==> src/rtl/uart_rx_fifo_if.sv <==
// uart_rx_fifo_if: groups the character, pop, flush and status signals of the
// UART receive FIFO.
//   master : deserializer / register side, which drives writes, pops and clears
//   slave  : the FIFO, which drives the head entry, status flags and fill count
interface uart_rx_fifo_if #(
    parameter int unsigned DATA_WIDTH = 8,
    parameter int unsigned ADDR_WIDTH = 4
);
    logic                  wr_en;
    logic [DATA_WIDTH-1:0] wr_data;
    logic                  wr_parity_err;
    logic                  rd_en;
    logic [DATA_WIDTH-1:0] rd_data;
    logic                  rd_parity_err;
    logic                  fifo_clr;
    logic [1:0]            sticky_clr;
    logic                  rx_full_status;
    logic                  rx_empty_status;
    logic                  parrity_error_status;
    logic                  overrun_status;
    logic [ADDR_WIDTH:0]   fifo_count;

    modport master (
        output wr_en, wr_data, wr_parity_err, rd_en, fifo_clr, sticky_clr,
        input  rd_data, rd_parity_err, rx_full_status, rx_empty_status,
               parrity_error_status, overrun_status, fifo_count
    );

    modport slave (
        input  wr_en, wr_data, wr_parity_err, rd_en, fifo_clr, sticky_clr,
        output rd_data, rd_parity_err, rx_full_status, rx_empty_status,
               parrity_error_status, overrun_status, fifo_count
    );
endinterface

==> src/rtl/uart_rx_fifo.sv <==
// uart_rx_fifo: receive-side character buffer with per-entry parity flag.
// Show-ahead read port, level flags decoded from the registered count, and
// write-1-to-clear sticky parity / overrun flags.
//   clk  : single clock
//   rst  : synchronous, active-high reset
//   bus  : uart_rx_fifo_if.slave (writes, pops, flush, sticky clear, status)
module uart_rx_fifo #(
    parameter int unsigned DATA_WIDTH = 8,
    parameter int unsigned DEPTH      = 16,
    parameter int unsigned ADDR_WIDTH = 4
) (
    input logic           clk,
    input logic           rst,
    uart_rx_fifo_if.slave bus
);
    localparam int unsigned         EntryWidth = DATA_WIDTH + 1;
    localparam logic [ADDR_WIDTH:0] FullCount  = (ADDR_WIDTH + 1)'(DEPTH);

    // Each entry is {parity_err, data}.
    logic [EntryWidth-1:0] mem_q [DEPTH];
    logic [EntryWidth-1:0] head;

    logic [ADDR_WIDTH-1:0] wr_ptr_q, wr_ptr_d;
    logic [ADDR_WIDTH-1:0] rd_ptr_q, rd_ptr_d;
    logic [ADDR_WIDTH:0]   count_q, count_d;
    logic                  par_sticky_q, par_sticky_d;
    logic                  ovr_sticky_q, ovr_sticky_d;

    logic full, empty;
    logic wr_accept, rd_accept, wr_drop;

    assign full  = (count_q == FullCount);
    assign empty = (count_q == '0);

    // Acceptance uses the pre-edge count; a flush suppresses all traffic.
    assign wr_accept = bus.wr_en && !full  && !bus.fifo_clr;
    assign rd_accept = bus.rd_en && !empty && !bus.fifo_clr;
    assign wr_drop   = bus.wr_en && full   && !bus.fifo_clr;

    always_comb begin
        wr_ptr_d = wr_ptr_q;
        rd_ptr_d = rd_ptr_q;
        count_d  = count_q;
        if (bus.fifo_clr) begin
            wr_ptr_d = '0;
            rd_ptr_d = '0;
            count_d  = '0;
        end else begin
            if (wr_accept) wr_ptr_d = wr_ptr_q + ADDR_WIDTH'(1);
            if (rd_accept) rd_ptr_d = rd_ptr_q + ADDR_WIDTH'(1);
            unique case ({wr_accept, rd_accept})
                2'b10:   count_d = count_q + (ADDR_WIDTH + 1)'(1);
                2'b01:   count_d = count_q - (ADDR_WIDTH + 1)'(1);
                default: count_d = count_q;
            endcase
        end
        // Set beats a coincident clear.
        par_sticky_d = (wr_accept && bus.wr_parity_err) ||
                       (par_sticky_q && !bus.sticky_clr[0]);
        ovr_sticky_d = wr_drop || (ovr_sticky_q && !bus.sticky_clr[1]);
    end

    always_ff @(posedge clk) begin
        if (rst) begin
            wr_ptr_q     <= '0;
            rd_ptr_q     <= '0;
            count_q      <= '0;
            par_sticky_q <= 1'b0;
            ovr_sticky_q <= 1'b0;
        end else begin
            wr_ptr_q     <= wr_ptr_d;
            rd_ptr_q     <= rd_ptr_d;
            count_q      <= count_d;
            par_sticky_q <= par_sticky_d;
            ovr_sticky_q <= ovr_sticky_d;
        end
    end

    // Storage is not reset; an empty FIFO masks the head to zero.
    always_ff @(posedge clk) begin
        if (!rst && wr_accept) begin
            mem_q[wr_ptr_q] <= {bus.wr_parity_err, bus.wr_data};
        end
    end

    assign head = mem_q[rd_ptr_q];

    assign bus.rd_data              = empty ? '0 : head[DATA_WIDTH-1:0];
    assign bus.rd_parity_err        = empty ? 1'b0 : head[DATA_WIDTH];
    assign bus.rx_full_status       = full;
    assign bus.rx_empty_status      = empty;
    assign bus.parrity_error_status = par_sticky_q;
    assign bus.overrun_status       = ovr_sticky_q;
    assign bus.fifo_count           = count_q;
endmodule

==> src/flat_wrapper.sv <==
// flat-port wrapper written by rule: the top's interface ports become plain ports
module uart_rx_fifo_flat 
#(
    parameter int unsigned DATA_WIDTH = 8,
    parameter int unsigned DEPTH      = 16,
    parameter int unsigned ADDR_WIDTH = 4
)
  (clk, rst, bus_wr_en, bus_wr_data, bus_wr_parity_err, bus_rd_en, bus_fifo_clr, bus_sticky_clr, bus_rd_data, bus_rd_parity_err, bus_rx_full_status, bus_rx_empty_status, bus_parrity_error_status, bus_overrun_status, bus_fifo_count);
  uart_rx_fifo_if #(.DATA_WIDTH(DATA_WIDTH), .ADDR_WIDTH(ADDR_WIDTH)) bus_i ();
  input logic clk;
  input logic rst;
  input wire logic [$bits(bus_i.wr_en)-1:0] bus_wr_en;
  input wire logic [$bits(bus_i.wr_data)-1:0] bus_wr_data;
  input wire logic [$bits(bus_i.wr_parity_err)-1:0] bus_wr_parity_err;
  input wire logic [$bits(bus_i.rd_en)-1:0] bus_rd_en;
  input wire logic [$bits(bus_i.fifo_clr)-1:0] bus_fifo_clr;
  input wire logic [$bits(bus_i.sticky_clr)-1:0] bus_sticky_clr;
  output wire logic [$bits(bus_i.rd_data)-1:0] bus_rd_data;
  output wire logic [$bits(bus_i.rd_parity_err)-1:0] bus_rd_parity_err;
  output wire logic [$bits(bus_i.rx_full_status)-1:0] bus_rx_full_status;
  output wire logic [$bits(bus_i.rx_empty_status)-1:0] bus_rx_empty_status;
  output wire logic [$bits(bus_i.parrity_error_status)-1:0] bus_parrity_error_status;
  output wire logic [$bits(bus_i.overrun_status)-1:0] bus_overrun_status;
  output wire logic [$bits(bus_i.fifo_count)-1:0] bus_fifo_count;
  assign bus_i.wr_en = bus_wr_en;
  assign bus_i.wr_data = bus_wr_data;
  assign bus_i.wr_parity_err = bus_wr_parity_err;
  assign bus_i.rd_en = bus_rd_en;
  assign bus_i.fifo_clr = bus_fifo_clr;
  assign bus_i.sticky_clr = bus_sticky_clr;
  assign bus_rd_data = bus_i.rd_data;
  assign bus_rd_parity_err = bus_i.rd_parity_err;
  assign bus_rx_full_status = bus_i.rx_full_status;
  assign bus_rx_empty_status = bus_i.rx_empty_status;
  assign bus_parrity_error_status = bus_i.parrity_error_status;
  assign bus_overrun_status = bus_i.overrun_status;
  assign bus_fifo_count = bus_i.fifo_count;
  uart_rx_fifo #(.DATA_WIDTH(DATA_WIDTH), .DEPTH(DEPTH), .ADDR_WIDTH(ADDR_WIDTH)) u_core (.clk(clk), .rst(rst), .bus(bus_i));
endmodule
==> config.mk <==
export PLATFORM = sky130hd
export DESIGN_NAME = uart_rx_fifo_flat
export DESIGN_NICKNAME = d
export VERILOG_FILES = /design/src/rtl/uart_rx_fifo_if.sv /design/src/rtl/uart_rx_fifo.sv /design/src/flat_wrapper.sv
export SDC_FILE = /design/constraint.sdc
export NUM_CORES = 1
export LEC_CHECK = 0
export CELL_PAD_IN_SITES_DETAIL_PLACEMENT = 1
export CELL_PAD_IN_SITES_GLOBAL_PLACEMENT = 2
export CORE_MARGIN = 2
export CORE_UTILIZATION = 40
export DETAILED_ROUTE_END_ITERATION = 8
export GPL_ROUTABILITY_DRIVEN = 0
export PLACE_DENSITY = 0.79
export SLEW_MARGIN = 10
export SYNTH_ARGS = -nofsm -noshare
export SYNTH_HDL_FRONTEND = slang
export SYNTH_SLANG_ARGS = --single-unit
export TNS_END_PERCENT = 20
==> constraint.sdc <==
create_clock -name clk -period 2.8 [get_ports clk]
set_input_delay 0.7 -clock clk [delete_from_list [all_inputs] [get_ports clk]]
set_output_delay 0.7 -clock clk [all_outputs]
set_load 0.05 [all_outputs]
# After elaboration in Yosys (flattened, before gate mapping)

Memories as Yosys holds them, arrays and structs flattened. A register that Yosys moved wholly into a read port is not among the register bits.
Cells that the tools add are included.
Widths: inputs -> output; s select.

Input port bits: 16
Word-level logic and storage cells: 41
Memories kept: 1
Register bits: 15
Bits in writable memories: 144
Output and inout bits: 18

Memory list:

| memory       | depth | width | read ports | clocked after Yosys merged registers in | wr ports | line               | source |
|---|---|---|---|---|---|---|---|
| u_core.mem_q | 16    | 9     | 1          | 1                                       | 1        | uart_rx_fifo.sv:20 | `logic [EntryWidth-1:0] mem_q [DEPTH];` |

Add/sub/neg operators: 4
Muxes and demuxes: 7
Reduce and logical (&&, ||, !) cells: 21
Equality and inequality tests: 3

Operators with widths:

| operator            | count |
|---|---|
| $logic_and 1x1->1   | 10 |
| $pmux 5 s2          | 1 |
| $add 4x1->4 const B | 2 |
| $mux 4              | 2 |
| $mux 8              | 1 |
| $logic_not 1->1     | 6 |
| $add 5x1->5 const B | 1 |
| $eq 5x5->1 const B  | 1 |
| $logic_not 5->1     | 1 |
| $sub 5x1->5 const B | 1 |
| $mux 1              | 3 |
| $eq 2x1->1 const B  | 1 |
| $eq 2x2->1 const B  | 1 |
| $logic_or 1x1->1    | 2 |
| $reduce_bool 2->1   | 1 |
| $reduce_or 2->1     | 1 |

# Longest topological paths before layout

Gate-level depths: netlist (run 1).

Word-level depth: 7
Mapped depth: 12
Gate-level depth less buffers: 10

# Worst setup path before layout (run 1)

Ideal clock, no wire load.

Kind: register to output
Start: register u_core.count_q[2], in the netlist u_core.bus.fifo_count[2]
End: output bus_rd_data[0]
Stages on the path, launching flop included: 5
Data required time: 2.100 ns
Buffers on the path: 1
Path slack: -0.374 ns
Data arrival time: 2.474 ns
Cells stage by stage: dfxtp_1 > or4_4 > buf_6 > nor2_2 > a211oi_1

Word-level cells in the longest chain between the ends: 2

Ends and longest elaborated chain:

| element                 | line               | source |
|---|---|---|
| from (decl)             | uart_rx_fifo.sv:25 | `logic [ADDR_WIDTH:0] count_q, count_d;` |
| from (signal assigned)  | uart_rx_fifo.sv:73 | `count_q <= count_d;` |
| $logic_not 5->1         | uart_rx_fifo.sv:33 | `assign empty = (count_q == '0);` |
| net bus_rx_empty_status | flat_wrapper.sv:21 | `output wire logic [$bits(bus_i.rx_empty_status)-1:0] bus_rx_empty_status;` |
| $mux 8                  | uart_rx_fifo.sv:88 | `assign bus.rd_data = empty ? '0 : head[DATA_WIDTH-1:0];` |
| to (decl)               | flat_wrapper.sv:18 | `output wire logic [$bits(bus_i.rd_data)-1:0] bus_rd_data;` |

The timed path passes the listed nets, and every way through them passes these cells.

==> results of run 1 <==
worst min-delay path by stage:
stage | start | end | slack (ns) | cells past startpoint
final | u_core.bus.parrity_error_status | u_core.bus.parrity_error_status | 0.48 | 2
after global routing | u_core.bus.parrity_error_status | u_core.bus.parrity_error_status | 0.49 | 2
after CTS | u_core.bus.parrity_error_status | u_core.bus.parrity_error_status | 0.48 | 2
after detailed placement | u_core.bus.parrity_error_status | u_core.bus.parrity_error_status | 0.46 | 2
after global placement | u_core.bus.parrity_error_status | u_core.bus.parrity_error_status | 0.46 | 2
after floorplan | u_core.rd_ptr_q[3] | flip-flop | 0.47 | 2
sequential cells by signal (all words and copies together) (netlist names), named ones only:
register	cells
u_core.mem_q	144
u_core.bus.fifo_count	5
u_core.rd_ptr_q	4
u_core.wr_ptr_q	4
u_core.bus.overrun_status	1
u_core.bus.parrity_error_status	1
kinds of logic (layout without fill, tap and decap cells):
kind of cell | count (synthesis) | in the layout
AO/OA/AOI/OAI | 40 | 40
XOR/XNOR | 6 | 6
adder cells (fa/ha/maj) | 7 | 7
buffers and inverters | 27 | 123
flip-flops | 163 | 163
multiplexers | 50 | 50
AND/OR/NAND/NOR | 72 | 72
metal layers:
layer / up-vias / wire length [um]
li1: 1633 / -
met1: 1951 / 5970
met2: 88 / 8280
met3: 21 / 505
met4: 0 / 238
met5: - / 0
power by group:
part / internal (mW) / leakage [nW] / switching (mW)
combinational: 0.0770 / 1.06 / 0.113
sequential: 2.65 / 1.45 / 0.00345
clock: 1.38 / 0.278 / 0.878
total: 4.10 / 2.78 / 0.994
worst max-delay path: stages, from the launching register on:
cell,delay (ns)
dfxtp_4,0.41
buf_4,0.14
bufbuf_16,0.27
mux4_2,0.31
mux2i_2,0.25
a211oi_2,0.15
buf_6,0.21
cells in the final DEF, fill, tap and decap left out, types with 12 or more instances in the layout:
| master | count |
|---|---|
| edfxtp_1 | 144 |
| buf_4 | 39 |
| dfxtp_1 | 17 |
| nor2_1 | 14 |
| clkdlybuf4s50_1 | 22 |
| clkbuf_16 | 17 |
| buf_6 | 12 |
| nor3_1 | 12 |
| a211oi_2 | 17 |
| mux4_2 | 36 |
layout make-up:
class	instances	area, sq um	share of cell area [%]
sequential	163	4710	55.6
multi-input combinational	175	1970	23.2
timing repair buffer	85	923	10.9
clock buffer	18	429	5.06
tap	220	275	3.25
clock inverter	14	144	1.70
inverter	6	22.5	0.266
repair_timing:
item	in CTS	in global routing
cloned	4	0
buffers inserted	10	0
endpoints found under the hold margin	0	0
endpoints found under the setup margin	9	9
resized for setup	38	4
pin swaps	15	7
==> results.toml, run 1 <==
[status]
status = "finished, violations left"
violations = "setup timing"

[logic_synthesis]
synth_top_family_by_area = "multiplexers"
synth_top_cell_by_area = "edfxtp_1"
seq_area_frac_synth_pct = 71.0
synth_compound_area_share_pct = 4.49
synth-warning-count = 0
avgSynthCellArea_sq_um = 18.2
synth_most_common_cell = "edfxtp_1"
synthSimpleGateAreaFrac_pct = 5.80
synth_async_sr_flop_share_pct = 0
syn_inst = 365
synth_fa_ha_area_share_pct = 1.32
synthMuxAreaShare_pct = 14.4
synth_commonest_cells = "144 x edfxtp_1, 36 x mux4_2, 19 x a211oi_1, 19 x dfxtp_1, 14 x nor2_1"
synth-seq-cells = 163
synthesis.area_sq_mm = 0.00663
synth_cell_types = 38
synth_flop_cell = "edfxtp_1"
synth_enable_flop_cells = 144
synth.top_cells.by_area = "edfxtp_1 65%, mux4_2 12%, dfxtp_1 5.7%, a211oi_1 2.2%, mux2i_1 2.0%"
yosysTopAreaCellShare_pct = 65.2
synth_nets = 388
synth_xor_area_share_pct = 0.793

[die]
core_sq_mm = 0.0164
die_w_um = 133
die_y_um = 133
start_util_pct = 40.4
io_pins = 34
rows = 47
dieArea_sq_mm = 0.0176

[clocking]
clock_sinks = 163
cts_buffers = 17
worstSkewPairLatency_ns = 0.42
cts_tree = "yes"
clk_pin_slew_ns = 0.06
cts_buffer_depth = 2
ctsHoldBuffers = 0
cts-root-buf = "clkbuf_16"
htreeDepth = 4

[setup_path]
r2r_start = "u_core.bus.fifo_count[3]"
rr_worst_depth = 9
r2r-end = "u_core.bus.fifo_count[2]"
crit_fanout = 10
setup.worst_path.end_class = "primary output"
crit_path_start_kind = "flip-flop"
required_ns = 2.10
reg2reg_slack_ns = 0.18
crit_end = "bus_rd_parity_err"
cp.arrival_ns = 2.16
crit_type = "reg -> out"

[sta]
worst_slew_pin_slew_ns = 0.697
slew_headroom_pct = 53.5
fmax_mhz = 350
rsz0062_at_grt = "yes"
fin_crit_ns = 2.86
setup_ws_ns = -0.0577
maxSlewViolCount = 0
tns_ns = -0.181
setup_viol = 4
hold_viol = 0
finalHoldWorstSlack_ns = 0.476
post-route-period-util_pct = 102
clock_skew_ns = 0.00577

[final_layout]
layout.cells.non_filler = 681
final_util_pct = 51.7
num_antenna_cells = 0
area_growth_pct = 27.9
fillerInstances = 1502
drive_above_1_share_pct = 35.6
final_nets = 471
postLayoutCellArea_sq_mm = 0.00848

[placement]
dp_cells = 636
place_hpwl_mm = 9.32
dpl_cell_area_sq_mm = 0.00751
port_buffers = 33
place_ws_ns = -0.182

[detailed_routing]
wirelength_mm = 15.0
viasPerCell = 5.42
wl_per_cell_um = 22.0
drc = 0
first_iter_violations = 284
drt_pass1_iterations = 4
ant_nets = 0
vias = 3693

[worst_hold_path]
hold_path.class = "reg -> reg"

[grt]
antenna_found_initial = 0
overflow = 0
grt_pass1_vias = 4113
use_met1_pct = 22.0
grt_pass1_wl_mm = 23.8
grt_busiest_layer = "met2"
met2_usage_pct = 32.5
globalRouteMet3Util_pct = 3.68
grt_util_all_layers_pct = 18.2
grt_max_degree = 22

[pwr]
powerDensity_mw_per_mm2 = 601
ir_drop_v = 0.000471
p_leak_nw = 2.78
total_power_mw = 5.10

[flow_run]
timing.max_cap.violations = 0
Power figures use the tool's default switching activity.
==> run 2, diff against run 1 <==
CORE_MARGIN = 1.5   (was 2)
PLACE_DENSITY = 0.83   (was 0.79)
SLEW_MARGIN = 40   (was 10)
==> results.toml, run 2 (synthesis gave the netlist of run 1 again) <==
[clocking]
cts_buffer_depth = 2
htreeDepth = 4
cts-root-buf = "clkbuf_16"
clk_pin_slew_ns = 0.06
worstSkewPairLatency_ns = 0.42
cts_buffers = 17
clock_sinks = 163
cts_tree = "yes"

[pwr]
ir_drop_v = 0.000426
p_leak_nw = 2.74
powerDensity_mw_per_mm2 = 602

[setup_path]
worstPathCellList = "buf_12, mux4_2, nor2b_1, a211oi_2, a211oi_2, buf_6"
setup.worst_path.end_class = "primary output"
crit_type = "reg -> out"
cp.arrival_ns = 2.08
crit_fanout = 8
crit_buf_inv = 2
cpMaxStageDelayCell = "mux4_2"
critical-path-top-delay-family = "multiplexers"
slowest_delay_ns = 0.51
cp_common_cell = "a211oi_2"
required_ns = 2.10
crit_path_start_kind = "flip-flop"

[sta]
rsz0062_at_grt = "yes"
tns_ns = 0
hold_viol = 0
clock_skew_ns = 0.00983
worst_slew_pin_slew_ns = 0.628
fin_crit_ns = 2.78
slew_headroom_pct = 58.0
post-route-period-util_pct = 99.4
fmax_mhz = 359
maxSlewViolCount = 0
setup_viol = 0
setup_ws_ns = 0.0171

[final_layout]
layout.cells.non_filler = 667
fillerInstances = 1475
final_common_cell = "edfxtp_1"
most-common-layout-cells = "144 x edfxtp_1, 36 x mux4_2, 32 x buf_4"
largest_register_ffs = 144
num_antenna_cells = 0
final_nets = 462
drive_above_1_share_pct = 34.8
area_growth_pct = 26.9
postLayoutCellArea_sq_mm = 0.00841
largest_register = "u_core.mem_q"
final_util_pct = 52.4

[placement]
dp_cells = 628
place_hpwl_mm = 9.39
place_ws_ns = -0.167
port_buffers = 33
dpl_cell_area_sq_mm = 0.00755

[detailed_routing]
drt_pass1_iterations = 4
drc = 0
wl_per_cell_um = 22.6
ant_nets = 0
wirelength_mm = 15.1
vias = 3579
first_iter_violations = 210
viasPerCell = 5.37

[grt]
antenna_found_initial = 0
grt_pass1_wl_mm = 23.5
overflow = 0
grt_pass1_vias = 4039
grt_util_all_layers_pct = 18.5
grt_max_degree = 22

[die]
core_sq_mm = 0.0161
dieArea_sq_mm = 0.0174
start_util_pct = 41.3
io_pins = 34
rows = 46
die_w_um = 132
die_y_um = 132

[worst_hold_path]
hold_path.class = "reg -> reg"

[flow_run]
timing.max_cap.violations = 0

[status]
status = "complete, no violations"
-- run 2: cell count changes in the layout (fill, tap and decap cells not counted), sizes merged --
cell | before | now
buf | 61 | 52
bufbuf | 2 | 1
bufinv | 3 | 2
clkinv | 10 | 8
inv | 6 | 9
-- run 2: worst reg2reg max path, delay by kind of cell (launching register included) --
kind,cells,cell delay (ns)
xor+xnor,1,0.16
fa+ha+maj,2,0.44
mux,2,0.56
flops,1,0.31
compound gates,2,0.35
buf+inv,1,0.06
simple gates,1,0.64
-- run 2: power breakdown --
part,internal (mW),switching (mW)
registers,2.65,0.00327
clock network,1.30,0.921
logic,0.0797,0.114
-- run 2: per-stage QoR --
| step | hold WS [ns] | total power, mW |
|---|---|---|
| floorplan | 0.469 | 2.79 |
| global placement | 0.460 | 2.88 |
| detailed placement | 0.464 | 2.89 |
| CTS | 0.479 | 5.10 |
| global route | 0.500 | 5.20 |
| finish | 0.472 | 5.07 |
-- run 2: what timing repair did --
item,CTS,global route
endpoints found under the setup margin,9,9
cloned,2,0
buffers inserted,5,1
pin swaps,13,8
resized for setup,26,7
hold buffers,0,0
-- run 2: path summary, 6_finish.rpt --
check	startpoint	depth (start not counted)	endpoint	slack, ns
setup / recovery	flip-flop	6	bus_rd_data[4]	0.02
hold / removal	u_core.bus.parrity_error_status	2	u_core.bus.parrity_error_status	0.47
setup reg to reg	u_core.bus.fifo_count[3]	9	u_core.bus.fifo_count[2]	0.18
hold reg to reg	u_core.bus.parrity_error_status	2	u_core.bus.parrity_error_status	0.47
-- run 2: layout make-up --
class,instances,area (sq um),share of cell area (%)
Clock buffer,17,425,5.06
Tap cell,216,270,3.21
Timing Repair Buffer,76,882,10.5
Multi-Input combinational cell,175,1960,23.4
Sequential cell,163,4710,56.0
Inverter,6,22.5,0.268
Clock inverter,14,134,1.59
-- run 2: metal layers --
| layer | wire [um] | GRT usage [%] |
|---|---|---|
| met4 | 248 | 6.85 |
| met5 | 0 | 0 |
| met2 | 8160 | 32.7 |
| met3 | 476 | 4.40 |
| met1 | 6200 | 22.0 |
==> run 3, diff against run 2 <==
CTS_CLUSTER_DIAMETER = 200   (was not set)
CTS_CLUSTER_SIZE = 20   (was not set)
==> results of run 3 <==
Final layout, timing and power as in run 2 (identical DEF).
